`src/rtl/axis_pkg.sv`:
```
// Shared definitions for the AXI-Stream 1:2 demux: FSM encoding, route
// constants and the default stream width.
package axis_pkg;

    localparam int DATA_W_DEF = 8;

    typedef enum logic {
        IDLE = 1'b0,
        PKT  = 1'b1
    } state_e;

    localparam logic ROUTE_M0 = 1'b0;
    localparam logic ROUTE_M1 = 1'b1;

endpackage

```
`src/rtl/axis_if.sv`:
```
// AXI-Stream byte channel (data, valid, last, ready) with master/slave views.
interface axis_if #(
    parameter int DATA_W = axis_pkg::DATA_W_DEF
) ();

    logic [DATA_W-1:0] Tdata;
    logic              Tvalid;
    logic              Tlast;
    logic              Tready;

    modport master (
        output Tdata,
        output Tvalid,
        output Tlast,
        input  Tready
    );

    modport slave (
        input  Tdata,
        input  Tvalid,
        input  Tlast,
        output Tready
    );

endinterface

```
`src/rtl/axis_out_slice.sv`:
```
// Single-entry output register {data, last, dest} feeding two AXI-Stream
// masters; only the addressed output's ready can free the entry.
module axis_out_slice
    import axis_pkg::*;
#(
    parameter int DATA_W = DATA_W_DEF
) (
    input  logic   clk,
    input  logic   reset,
    axis_if.slave  s,
    input  logic   dest_i,
    axis_if.master m0,
    axis_if.master m1,
    output logic   accept_o,
    output logic   drain_o,
    output logic   drain_last_o,
    output logic   drain_dest_o
);

    logic              full_q, full_d;
    logic [DATA_W-1:0] data_q, data_d;
    logic              last_q, last_d;
    logic              dest_q, dest_d;
    logic              sel_ready;
    logic              in_ready;

    assign sel_ready = (dest_q == ROUTE_M1) ? m1.Tready : m0.Tready;
    assign in_ready  = reset & (~full_q | sel_ready);
    assign s.Tready  = in_ready;
    assign accept_o  = s.Tvalid & in_ready;
    assign drain_o   = full_q & sel_ready;

    assign drain_last_o = last_q;
    assign drain_dest_o = dest_q;

    assign m0.Tdata  = data_q;
    assign m0.Tlast  = last_q;
    assign m0.Tvalid = full_q & (dest_q == ROUTE_M0);
    assign m1.Tdata  = data_q;
    assign m1.Tlast  = last_q;
    assign m1.Tvalid = full_q & (dest_q == ROUTE_M1);

    // NOTE: every next-state signal gets its hold value first so no path
    // through this block can infer a latch.
    always_comb begin
        full_d = full_q;
        data_d = data_q;
        last_d = last_q;
        dest_d = dest_q;
        // A load while full only happens when the entry drains this cycle,
        // which keeps throughput at one beat per cycle with no bubble.
        if (accept_o) begin
            full_d = 1'b1;
            data_d = s.Tdata;
            last_d = s.Tlast;
            dest_d = dest_i;
        end else if (drain_o) begin
            full_d = 1'b0;
        end
    end

    // NOTE: sequential state uses non-blocking assignments only; the payload
    // is reset as well so both outputs read zero straight after reset.
    always_ff @(posedge clk) begin
        if (!reset) begin
            full_q <= 1'b0;
            data_q <= '0;
            last_q <= 1'b0;
            dest_q <= ROUTE_M0;
        end else begin
            full_q <= full_d;
            data_q <= data_d;
            last_q <= last_d;
            dest_q <= dest_d;
        end
    end

endmodule

```
`src/rtl/axis_demux_1to2.sv`:
```
// AXI-Stream 1:2 packet demux: the route is taken from sel on a packet's first
// beat and held until its last beat is accepted; counts completed packets.
module axis_demux_1to2
    import axis_pkg::*;
#(
    parameter int DATA_W = DATA_W_DEF,
    parameter int CNT_W  = 8
) (
    input  logic             clk,
    input  logic             reset,
    input  logic             sel,
    axis_if.slave            s,
    axis_if.master           m0,
    axis_if.master           m1,
    output logic             busy,
    output logic [CNT_W-1:0] pkt_cnt0,
    output logic [CNT_W-1:0] pkt_cnt1
);

    state_e           state_q, state_d;
    logic             route_q, route_d;
    logic [CNT_W-1:0] cnt0_q, cnt0_d;
    logic [CNT_W-1:0] cnt1_q, cnt1_d;
    logic             dest;
    logic             accept;
    logic             drain;
    logic             drain_last;
    logic             drain_dest;

    axis_out_slice #(
        .DATA_W (DATA_W)
    ) u_slice (
        .clk          (clk),
        .reset        (reset),
        .s            (s),
        .dest_i       (dest),
        .m0           (m0),
        .m1           (m1),
        .accept_o     (accept),
        .drain_o      (drain),
        .drain_last_o (drain_last),
        .drain_dest_o (drain_dest)
    );

    always_comb begin
        state_d = state_q;
        route_d = route_q;
        dest    = route_q;
        case (state_q)
            IDLE: begin
                dest = sel;
                if (accept) begin
                    route_d = sel;
                    if (!s.Tlast) begin
                        state_d = PKT;
                    end
                end
            end
            PKT: begin
                // sel is deliberately ignored until the packet closes.
                if (accept && s.Tlast) begin
                    state_d = IDLE;
                end
            end
        endcase
    end

    // A packet is counted when its last beat leaves the slice, not when it
    // enters, so a reset mid-packet never counts the partial packet.
    always_comb begin
        cnt0_d = cnt0_q;
        cnt1_d = cnt1_q;
        if (drain && drain_last) begin
            if (drain_dest == ROUTE_M1) begin
                cnt1_d = cnt1_q + CNT_W'(1);
            end else begin
                cnt0_d = cnt0_q + CNT_W'(1);
            end
        end
    end

    always_ff @(posedge clk) begin
        if (!reset) begin
            state_q <= IDLE;
            route_q <= ROUTE_M0;
            cnt0_q  <= '0;
            cnt1_q  <= '0;
        end else begin
            state_q <= state_d;
            route_q <= route_d;
            cnt0_q  <= cnt0_d;
            cnt1_q  <= cnt1_d;
        end
    end

    assign busy     = (state_q == PKT);
    assign pkt_cnt0 = cnt0_q;
    assign pkt_cnt1 = cnt1_q;

endmodule

```
`src/flat_wrapper.sv`:
```
// flat-port wrapper written by rule: the top's interface ports become plain ports
module axis_demux_1to2_flat import axis_pkg::*;
#(
    parameter int DATA_W = DATA_W_DEF,
    parameter int CNT_W  = 8
)
  (clk, reset, sel, busy, pkt_cnt0, pkt_cnt1, s_Tdata, s_Tvalid, s_Tlast, s_Tready, m0_Tdata, m0_Tvalid, m0_Tlast, m0_Tready, m1_Tdata, m1_Tvalid, m1_Tlast, m1_Tready);
  axis_if #(.DATA_W(DATA_W)) s_i ();
  axis_if #(.DATA_W(DATA_W)) m0_i ();
  axis_if #(.DATA_W(DATA_W)) m1_i ();
  input  logic clk;
  input  logic reset;
  input  logic sel;
  output logic busy;
  output logic [CNT_W-1:0] pkt_cnt0;
  output logic [CNT_W-1:0] pkt_cnt1;
  input wire logic [$bits(s_i.Tdata)-1:0] s_Tdata;
  input wire logic [$bits(s_i.Tvalid)-1:0] s_Tvalid;
  input wire logic [$bits(s_i.Tlast)-1:0] s_Tlast;
  output wire logic [$bits(s_i.Tready)-1:0] s_Tready;
  output wire logic [$bits(m0_i.Tdata)-1:0] m0_Tdata;
  output wire logic [$bits(m0_i.Tvalid)-1:0] m0_Tvalid;
  output wire logic [$bits(m0_i.Tlast)-1:0] m0_Tlast;
  input wire logic [$bits(m0_i.Tready)-1:0] m0_Tready;
  output wire logic [$bits(m1_i.Tdata)-1:0] m1_Tdata;
  output wire logic [$bits(m1_i.Tvalid)-1:0] m1_Tvalid;
  output wire logic [$bits(m1_i.Tlast)-1:0] m1_Tlast;
  input wire logic [$bits(m1_i.Tready)-1:0] m1_Tready;
  assign s_i.Tdata = s_Tdata;
  assign s_i.Tvalid = s_Tvalid;
  assign s_i.Tlast = s_Tlast;
  assign s_Tready = s_i.Tready;
  assign m0_Tdata = m0_i.Tdata;
  assign m0_Tvalid = m0_i.Tvalid;
  assign m0_Tlast = m0_i.Tlast;
  assign m0_i.Tready = m0_Tready;
  assign m1_Tdata = m1_i.Tdata;
  assign m1_Tvalid = m1_i.Tvalid;
  assign m1_Tlast = m1_i.Tlast;
  assign m1_i.Tready = m1_Tready;
  axis_demux_1to2 #(.DATA_W(DATA_W), .CNT_W(CNT_W)) u_core (.clk(clk), .reset(reset), .sel(sel), .s(s_i), .m0(m0_i), .m1(m1_i), .busy(busy), .pkt_cnt0(pkt_cnt0), .pkt_cnt1(pkt_cnt1));
endmodule
```
`config.mk`:
```
export PLATFORM = sky130hd
export DESIGN_NAME = axis_demux_1to2_flat
export DESIGN_NICKNAME = d
export VERILOG_FILES = /design/src/rtl/axis_pkg.sv /design/src/rtl/axis_if.sv /design/src/rtl/axis_out_slice.sv /design/src/rtl/axis_demux_1to2.sv /design/src/flat_wrapper.sv
export SDC_FILE = /design/constraint.sdc
export NUM_CORES = 1
export LEC_CHECK = 0
export ABC_CLOCK_PERIOD_IN_PS = 2000
export CORE_ASPECT_RATIO = 1.4
export CORE_MARGIN = 8
export CORE_UTILIZATION = 45
export CTS_BUF_LIST = sky130_fd_sc_hd__clkbuf_4 sky130_fd_sc_hd__clkbuf_8
export DETAILED_ROUTE_END_ITERATION = 12
export PLACE_DENSITY_LB_ADDON = 0.2
export SLEW_MARGIN = 10
export SYNTH_ARGS = -nofsm -noshare
export SYNTH_HDL_FRONTEND = slang
export SYNTH_SLANG_ARGS = --single-unit
```
`constraint.sdc`:
```
create_clock -name clk -period 2 [get_ports clk]
set_input_delay 0.3 -clock clk [delete_from_list [all_inputs] [get_ports clk]]
set_output_delay 0.3 -clock clk [all_outputs]
set_load 0.02 [all_outputs]
```
# After elaboration in Yosys (flattened, before gate mapping)
# Index checks and enable logic that the tools add are counted.
totals:
  output_inout_bits: 38
  mem_count: 0
  regBits: 29
  elab_cells: 33
  in_bits: 15
  romBits: 0
  latch_bits: 0
  ramBits: 0
classes:
  div: 0
  n_mul: 0
  n_eq_ne: 0
  n_lt_le_gt_ge: 0
  reduce_logical: 6
  bitwise_logic: 9
  mux: 8
  n_shift: 0
  n_addsub: 2
op_table:
  columns: ["op", "count"]
  rows:
  - ["8-bit by 1-bit adder with 8-bit output (second input constant)", 2]
  - ["1-bit 2-to-1 mux", 7]
  - ["2-bit AND reduction", 3]
  - ["1-bit AND", 5]
  - ["1-bit NOT", 3]
  - ["1-bit logical AND", 2]
  - ["1-bit one-hot mux with 2 select lines", 1]
  - ["2-bit nonzero test", 1]
  - ["1-bit bitwise OR", 1]

# Depth between registers and ports, before layout
# Gate-level depths: netlist of the first run.
depth:
  word_depth: 7
  depth_mapped: 4
  mapped_depth_nobuf: 4

# Modules after synthesis
# From an unflattened synthesis of the first run, not the netlist that was laid out.
unflattened:
  hier_cells: 130
  hier_area_um2: 1281.2
by_module_without_submodules:
  columns: ["mod", "area_each_um2", "cells_per_inst", "instances", "seq_area_each_um2"]
  rows:
  - ["axis_demux_1to2", 794.5, 84, 1, 360.3]
  - ["axis_out_slice", 486.7, 46, 1, 220.2]

# Worst setup path before layout of the first run
# OpenSTA, ideal clock, no wires.
synth_path:
  path_kind: "flip-flop to flip-flop"
  start: "register u_core.u_slice.last_q (netlist: u_core.u_slice.drain_last_o)"
  end: "register u_core.cnt1_q[7] (netlist: u_core.pkt_cnt1[7])"
  setup_time_ns: 0.072
  period_less_slack_ns: 1.379
  t_required_ns: 1.928
  path_stages_with_launch: 5
  path_buffers: 1
  arrival_ns: 1.308
  path_slack_ns: 0.621
  cell_sequence: "dfxtp_1 > nand4_1 > buf_2 > nor4_2 > mux2i_1"
synth_via:
  elab_chain_cells: 2
synth_lines:
  columns: ["element", "line_no", "text"]
  rows:
  - ["start: declaration", "axis_out_slice.sv:22", "logic last_q, last_d;"]
  - ["start signal: assignment", "axis_out_slice.sv:73", "last_q <= last_d;"]
  - ["1-bit logical AND", "axis_demux_1to2.sv:73", "if (drain && drain_last) begin"]
  - ["2-bit AND reduction (no line)", null, null]
  - ["end signal: assignment", "axis_demux_1to2.sv:92", "cnt1_q <= cnt1_d;"]
  - ["end: declaration", "axis_demux_1to2.sv:23", "logic [CNT_W-1:0] cnt1_q, cnt1_d;"]
# Every way passes these cells.
# A chain may end at the register's enable or synchronous reset.

# Worst setup path after layout of the first run
layout_path:
  start: "register u_core.u_slice.full_q"
  end: "output m1_Tvalid"
layout_via:
  elab_chain_cells: 1
layout_lines:
  columns: ["element", "line_no", "text"]
  rows:
  - ["start: declaration", "axis_out_slice.sv:20", "logic full_q, full_d;"]
  - ["start signal: assignment", "axis_out_slice.sv:71", "full_q <= full_d;"]
  - ["1-bit AND", "axis_out_slice.sv:41", "assign m1.Tvalid = full_q & (dest_q == ROUTE_M1);"]
  - ["end: declaration", "flat_wrapper.sv:26", "output wire logic [$bits(m1_i.Tvalid)-1:0] m1_Tvalid;"]
# Every way passes these cells.

==> results_dict.tcl, run 1 <==
set metrics [dict create \
    run_status "complete, no violations" \
    antenna_cells 0 \
    crit_required_ns 1.70 \
    die_x_um 62.6 \
    grt_max_degree 22 \
    synth.area.top_cells "dfxtp_1 42%, mux2i_1 12%, nand2_1 5.8%, buf_4 5.5%, inv_1 4.1%" \
    die_h_um 81.3 \
    gr-total-overflow 0 \
    cap_violations 0 \
    holdWs_ns 0.458 \
    power_density_mw_per_mm2 733 \
    tns_ns 0 \
    numCtsBuffers 5 \
    fillerInstances 239 \
    vias 1254 \
    syn_to_final_growth_pct 46.6 \
    synth_top_area_cell "dfxtp_1" \
    path_class "reg -> out" \
    min_period_over_period_pct 91.9 \
    dp.cells 235 \
    path_clk_slew_ns 0.06 \
    synth_nets 171 \
    wl_per_cell_um 14.2 \
    syn_inst 154 \
    endpoint_kind "output pin" \
    grt_pass1_wl_um 5890 \
    io_pins 53 \
    startpoint_type "flop" \
    htreeDepth 2 \
    seq_area_frac_synth_pct 42.4 \
    dpl.hpwl_um 2660 \
    ys_types 29 \
    grt_pass1_vias 1314 \
    insertion_delay_ns 0.28 \
    met3_usage_pct 7.29 \
    root_buffer "clkbuf_8" \
    first_pass_iters 4 \
    coreArea_mm2 0.00288 \
    synth_top_area_share_pct 42.4 \
    remaining_drc_errors 0 \
    fin_ws_ns 0.162 \
    tightest_slew_ns 0.692 \
    vdd_drop_max_uv 525 \
    setup_violations 0 \
    fmax_ghz 0.544 \
    hold_violations 0 \
    syn-mean-instance-area_um2 8.89 \
    cts.sinks 29 \
    yosysWarnings 0 \
    grt_usage_pct 14.4 \
    slew_headroom_pct 53.9 \
    cts_buffer_depth 2 \
    use_met1_pct 12.1 \
    drv_slew 0 \
    multiInputGateArea_um2 628 \
    post_cts_buffers 0 \
    hold_path.class "reg -> reg" \
    drt_iter0_markers 36 \
    ys_seq_elements 29 \
    cp.arrival_ns 1.54 \
    skew_ns 0.00434 \
    rsz0062_at_grt "false" \
    drive_gt1_share_pct 8.74 \
    power_mw 1.47 \
    rows 23 \
    port_buffers 52 \
    wirelength_um 3460 \
    ant_nets 0 \
    finalCriticalPeriod_ns 1.84 \
    initial_core_util_pct 47.6 \
    place_ws_ns -0.00702 \
    worst-path-max-fanout 8 \
    p_leak_nw 0.832 \
    final_nets 222 \
    cts_tree "yes" \
    synth_area_mm2 0.00137 \
    fin_cells 243 \
    use_met2_pct 27.9 \
    die_area_mm2 0.00509 \
    grt.busiest_layer "met2" \
    gp_congestion 0.746 \
    via_per_inst 5.16 \
    seq_area_um2 581 \
    antenna_found_initial 0 \
]
-- cell usage in the layout (no fill, tap or decap), drive strengths merged, types with 7 or more instances in the layout --
cell | synthesis | layout
a21oi | 9 | 9
buf | 14 | 7
clkbuf | 1 | 7
clkdlybuf4s50 | 0 | 51
dfxtp | 29 | 29
inv | 15 | 15
mux2i | 17 | 17
nand2 | 21 | 21
nand3 | 7 | 7
-- state kept, by name, summed over array words and instances (netlist names), named ones only --
name,flops
u_core.u_slice.m0.Tdata,8
u_core.pkt_cnt1,8
u_core.route_q,1
u_core.u_slice.drain_last_o,1
u_core.u_slice.drain_dest_o,1
u_core.u_slice.full_q,1
u_core.pkt_cnt0,8
-- logic make-up after synthesis --
| group | Yosys count | share of synthesized area [%] |
|---|---|---|
| simple gates | 50 | 19.4 |
| buf+inv | 30 | 11.7 |
| flops | 29 | 42.4 |
| compound gates | 24 | 11.0 |
| mux | 17 | 12.4 |
| xor+xnor | 2 | 1.28 |
| fa+ha+maj | 2 | 1.83 |
-- layout make-up --
type                            instances  share of cell area, %
Inverter                               15                   2.81
Sequential cell                        29                   28.9
Tap cell                               37                   2.31
Timing Repair Buffer                   59                   28.7
Multi-Input combinational cell         95                   31.3
Clock buffer                            7                   4.49
Clock inverter                          1                   1.50
-- critical path, cell delays in order, from the launching register on --
cell             delay, ns
dfxtp_1               0.48
and2_1                0.17
clkdlybuf4s50_1       0.61
-- power by group --
| part | internal [mW] | switching [mW] |
|---|---|---|
| clock network | 0.419 | 0.214 |
| registers | 0.600 | 0.0213 |
| logic | 0.113 | 0.103 |
| total | 1.13 | 0.338 |
-- metrics by stage --
stage / utilization, % / cell area (µm²)
detailed placement: 65.5 / 1880
global placement: 65.5 / 1880
global route: 69.7 / 2010
finish: 69.7 / 2010
floorplan: - / 1370
CTS: 69.7 / 2000
-- repair_timing --
item                       CTS  global route
hold buffers                 0             0
resized for setup            0             1
setup endpoints to repair    0             1
-- synthesized netlist by cell type --
cell and instances:
a21oi_1 9, a311o_1 1, a311oi_1 1, a31oi_1 1
and2_1 1, buf_1 1, buf_2 2, buf_4 10
buf_6 1, clkbuf_1 1, dfxtp_1 29, ha_1 2
inv_1 15, mux2i_1 17, nand2_1 21, nand2b_1 4
nand3_1 7, nand4_1 1, nand4b_2 1, nor2_1 4
nor2b_1 1, nor4_2 2, o21ai_1 6, o311ai_1 2
o31ai_1 2, o41ai_1 2, or3_1 6, or4_1 2
xor2_1 2
-- per-layer routing --
metal	part of all wire (%)	wire length, µm
met1	38	1320
met2	52	1820
met3	8.1	280
met4	1.4	48
met5	0	0
-- worst paths after layout --
kind / startpoint / end / slack (ns) / cells past startpoint
max: u_core.u_slice.full_q$_SDFFE_PN0P_ / m1_Tvalid / 0.16 / 2
min: u_core.route_q$_SDFFE_PN0P_ / u_core.route_q$_SDFFE_PN0P_ / 0.46 / 2
max reg2reg: u_core.u_slice.drain_dest_o$_SDFFE_PN0P_ / u_core.u_slice.m0.Tdata[3]$_SDFFE_PN0P_ / 0.35 / 4
min reg2reg: u_core.route_q$_SDFFE_PN0P_ / u_core.route_q$_SDFFE_PN0P_ / 0.46 / 2
Power figures use the tool's default switching activity.
==> run 2, diff against run 1 <==
--- a/config.mk
+++ b/config.mk
@@ -15,4 +15,5 @@
 export SLEW_MARGIN = 10
 export SYNTH_ARGS = -nofsm -noshare
 export SYNTH_HDL_FRONTEND = slang
+export SYNTH_HIERARCHICAL = 1
 export SYNTH_SLANG_ARGS = --single-unit
==> results_dict.tcl, run 2 <==
set metrics [dict create \
    grt_usage_pct 13.9 \
    synth_top_area_cell "dfxtp_1" \
    fmax_ghz 0.552 \
    drv_slew 0 \
    power_mw 1.28 \
    cp_num_buf_inv 2 \
    wirelength_um 3200 \
    r2r-start "u_core/u_slice/full_q$_SDFFE_PN0P_" \
    seq_area_frac_synth_pct 45.3 \
    slew_headroom_pct 74.4 \
    min_to "u_core/pkt_cnt0[7]$_SDFFE_PN0P_" \
    min_period_over_period_pct 90.5 \
    dpl.hpwl_um 2530 \
    via_per_inst 5.34 \
    antenna_found_initial 0 \
    worst-path-max-fanout 6 \
    first_pass_iters 4 \
    p_int_mw 0.955 \
    insertion_delay_ns 0.28 \
    dp.cells 215 \
    coreArea_mm2 0.00279 \
    drive_gt1_share_pct 12.9 \
    hold_violations 0 \
    syn_inst 130 \
    power_frac_clock_pct 36.8 \
    vdd_drop_max_uv 616 \
    cp_top_family "buffers and inverters" \
    crit_required_ns 1.70 \
    ant_nets 0 \
    grt_max_degree 13 \
    initial_core_util_pct 45.9 \
    cts.sinks 29 \
    rsz0062_at_grt "false" \
    ys_types 32 \
    comb_power_share_pct 15.3 \
    wl_per_cell_um 14.3 \
    final_nets 202 \
    ff2ff_setup_slack_ns 0.39 \
    endpoint_kind "output pin" \
    skew_ns 0.00263 \
    numCtsBuffers 5 \
    crit-reg2reg-capture "u_core/pkt_cnt0[5]$_SDFFE_PN0P_" \
    final_common_cell "clkdlybuf4s50_1" \
    startpoint_type "flop" \
    yosysWarnings 6 \
    tightest_slew_ns 0.384 \
    fillerInstances 236 \
    syn-mean-instance-area_um2 9.86 \
    hold_path.class "reg -> reg" \
    tns_ns 0 \
    gp_congestion 0.746 \
    layout_common_cells "51 x clkdlybuf4s50_1, 29 x dfxtp_1, 11 x a21oi_1" \
    io_pins 53 \
    ys_seq_elements 29 \
    holdCritStartpoint "u_core/pkt_cnt0[7]$_SDFFE_PN0P_" \
    swShare_pct 25.5 \
    vias 1191 \
    run_status "complete, no violations" \
    remaining_drc_errors 0 \
    p_leak_nw 0.727 \
    grt_pass1_wl_um 5140 \
    gr-total-overflow 0 \
    ff2ff_path_depth 6 \
    seq_area_um2 581 \
    yosysMostFrequentCell "dfxtp_1" \
    synth_enable_flop_cells 0 \
    synth.area.top_cells "dfxtp_1 45%, buf_4 6.4%, a22o_1 6.2%, a21oi_1 4.3%, nor2_1 2.9%" \
    power_frac_seq_pct 47.9 \
    rows 23 \
    ys.flop_type "dfxtp_1" \
    synth_nets 147 \
    multiInputGateArea_um2 596 \
    ctsHoldBuffers 0 \
    setup_violations 0 \
    synth_common_cells "29 x dfxtp_1, 11 x a21oi_1, 11 x buf_4, 10 x nor2_1, 9 x a22o_1" \
    fin_cells 223 \
    die_x_um 61.1 \
    cts_buffer_depth 2 \
    grt_pass1_vias 1210 \
    async_flop_share_pct 0 \
    holdPathStages 2 \
    root_buffer "clkbuf_8" \
    cpPeakStageDelay_ns 0.61 \
    fin_ws_ns 0.190 \
    power_density_mw_per_mm2 673 \
    slowest_stage "clkdlybuf4s50_1" \
    die_area_mm2 0.00483 \
    place_ws_ns 0.00606 \
    drt_iter0_markers 26 \
    path_clk_slew_ns 0.06 \
    htreeDepth 2 \
    cap_violations 0 \
    switching_power_mw 0.328 \
    die_h_um 79.1 \
    cp.arrival_ns 1.51 \
    synth_area_mm2 0.00128 \
    port_buffers 52 \
    syn_to_final_growth_pct 48.8 \
    finalCriticalPeriod_ns 1.81 \
    synth_top_area_share_pct 45.3 \
    path_class "reg -> out" \
    cp_cell_sequence "buf_4 -> nor2_1 -> clkdlybuf4s50_1" \
    antenna_cells 0 \
    cts_tree "yes" \
]
run 2: area by class of cell:
class | instances | share of cell area, %
Clock buffer | 6 | 4.00
Clock inverter | 2 | 0.525
Inverter | 2 | 0.394
Multi-Input combinational cell | 86 | 31.2
Sequential cell | 29 | 30.4
Tap cell | 37 | 2.43
Timing Repair Buffer | 61 | 31.0
run 2: kinds of logic (layout without fill, tap and decap cells):
logic type	after synthesis	count (layout)	share of synthesized area [%]
and+or+nand+nor	39	39	18.7
AOI/OAI and AO/OA	36	36	18.8
DFF	29	29	45.3
buffers and inverters	15	71	8.20
muxes	5	5	4.30
xor gates and xnor gates	4	4	2.73
adders and majority gates	2	2	1.95
run 2: worst max-delay path by stage:
stage / slack (ns) / start / cells past startpoint / to
6_report: 0.19 / u_core/u_slice/drain_dest_o$_SDFFE_PN0P_ / 3 / m0_Tvalid
2_1_floorplan: 0.19 / u_core/u_slice/drain_dest_o$_SDFFE_PN0P_ / 5 / u_core/pkt_cnt0[5]$_SDFFE_PN0P_
3_5_place_dp: 0.006 / m1_Tready / 4 / s_Tready
5_1_grt: 0.11 / u_core/u_slice/full_q$_SDFFE_PN0P_ / 3 / m0_Tvalid
3_3_place_gp: 0.03 / m1_Tready / 4 / s_Tready
4_1_cts: 0.01 / m1_Tready / 4 / s_Tready
run 2: metrics by stage:
stage / hold slack (ns) / utilization [%] / instance area [µm²]
final: 0.485 / 68.3 / 1910
after CTS: 0.489 / 68.2 / 1900
after detailed placement: 0.480 / 65.1 / 1820
after global placement: 0.460 / 65.1 / 1820
after floorplan: 0.399 / - / 1280
after global routing: 0.518 / 68.3 / 1910
run 2: what timing repair did:
item / 4_1_cts / 5_1_grt
buffers inserted: 0 / 0
hold endpoints to repair: 0 / 0
endpoints found under the setup margin: 0 / 1
gates resized for setup: 0 / 1
run 2: worst reg2reg max path, stage by stage (launching register included):
cell and delay (ns):
dfxtp_1 0.41, inv_1 0.09, nor2_1 0.12, buf_4 0.16, nand3b_4 0.10, or4_1 0.52
a21oi_1 0.15
run 2: per-layer routing:
metal | up-vias | global-route usage (%) | share of wire [%]
met5 | - | 0 | 0
met4 | 0 | 6.79 | 1.7
met1 | 565 | 12.5 | 35
met3 | 6 | 8.56 | 11
li1 | 580 | - | -
met2 | 40 | 23.4 | 52
run 2: power groups by stage:
stage / combinational, mW / sequential, mW / clock (mW)
floorplan: 0.0918 / 0.642 / 0
global placement: 0.195 / 0.625 / 0
detailed placement: 0.199 / 0.627 / 0
CTS: 0.199 / 0.614 / 0.484
global route: 0.209 / 0.617 / 0.518
finish: 0.196 / 0.614 / 0.472
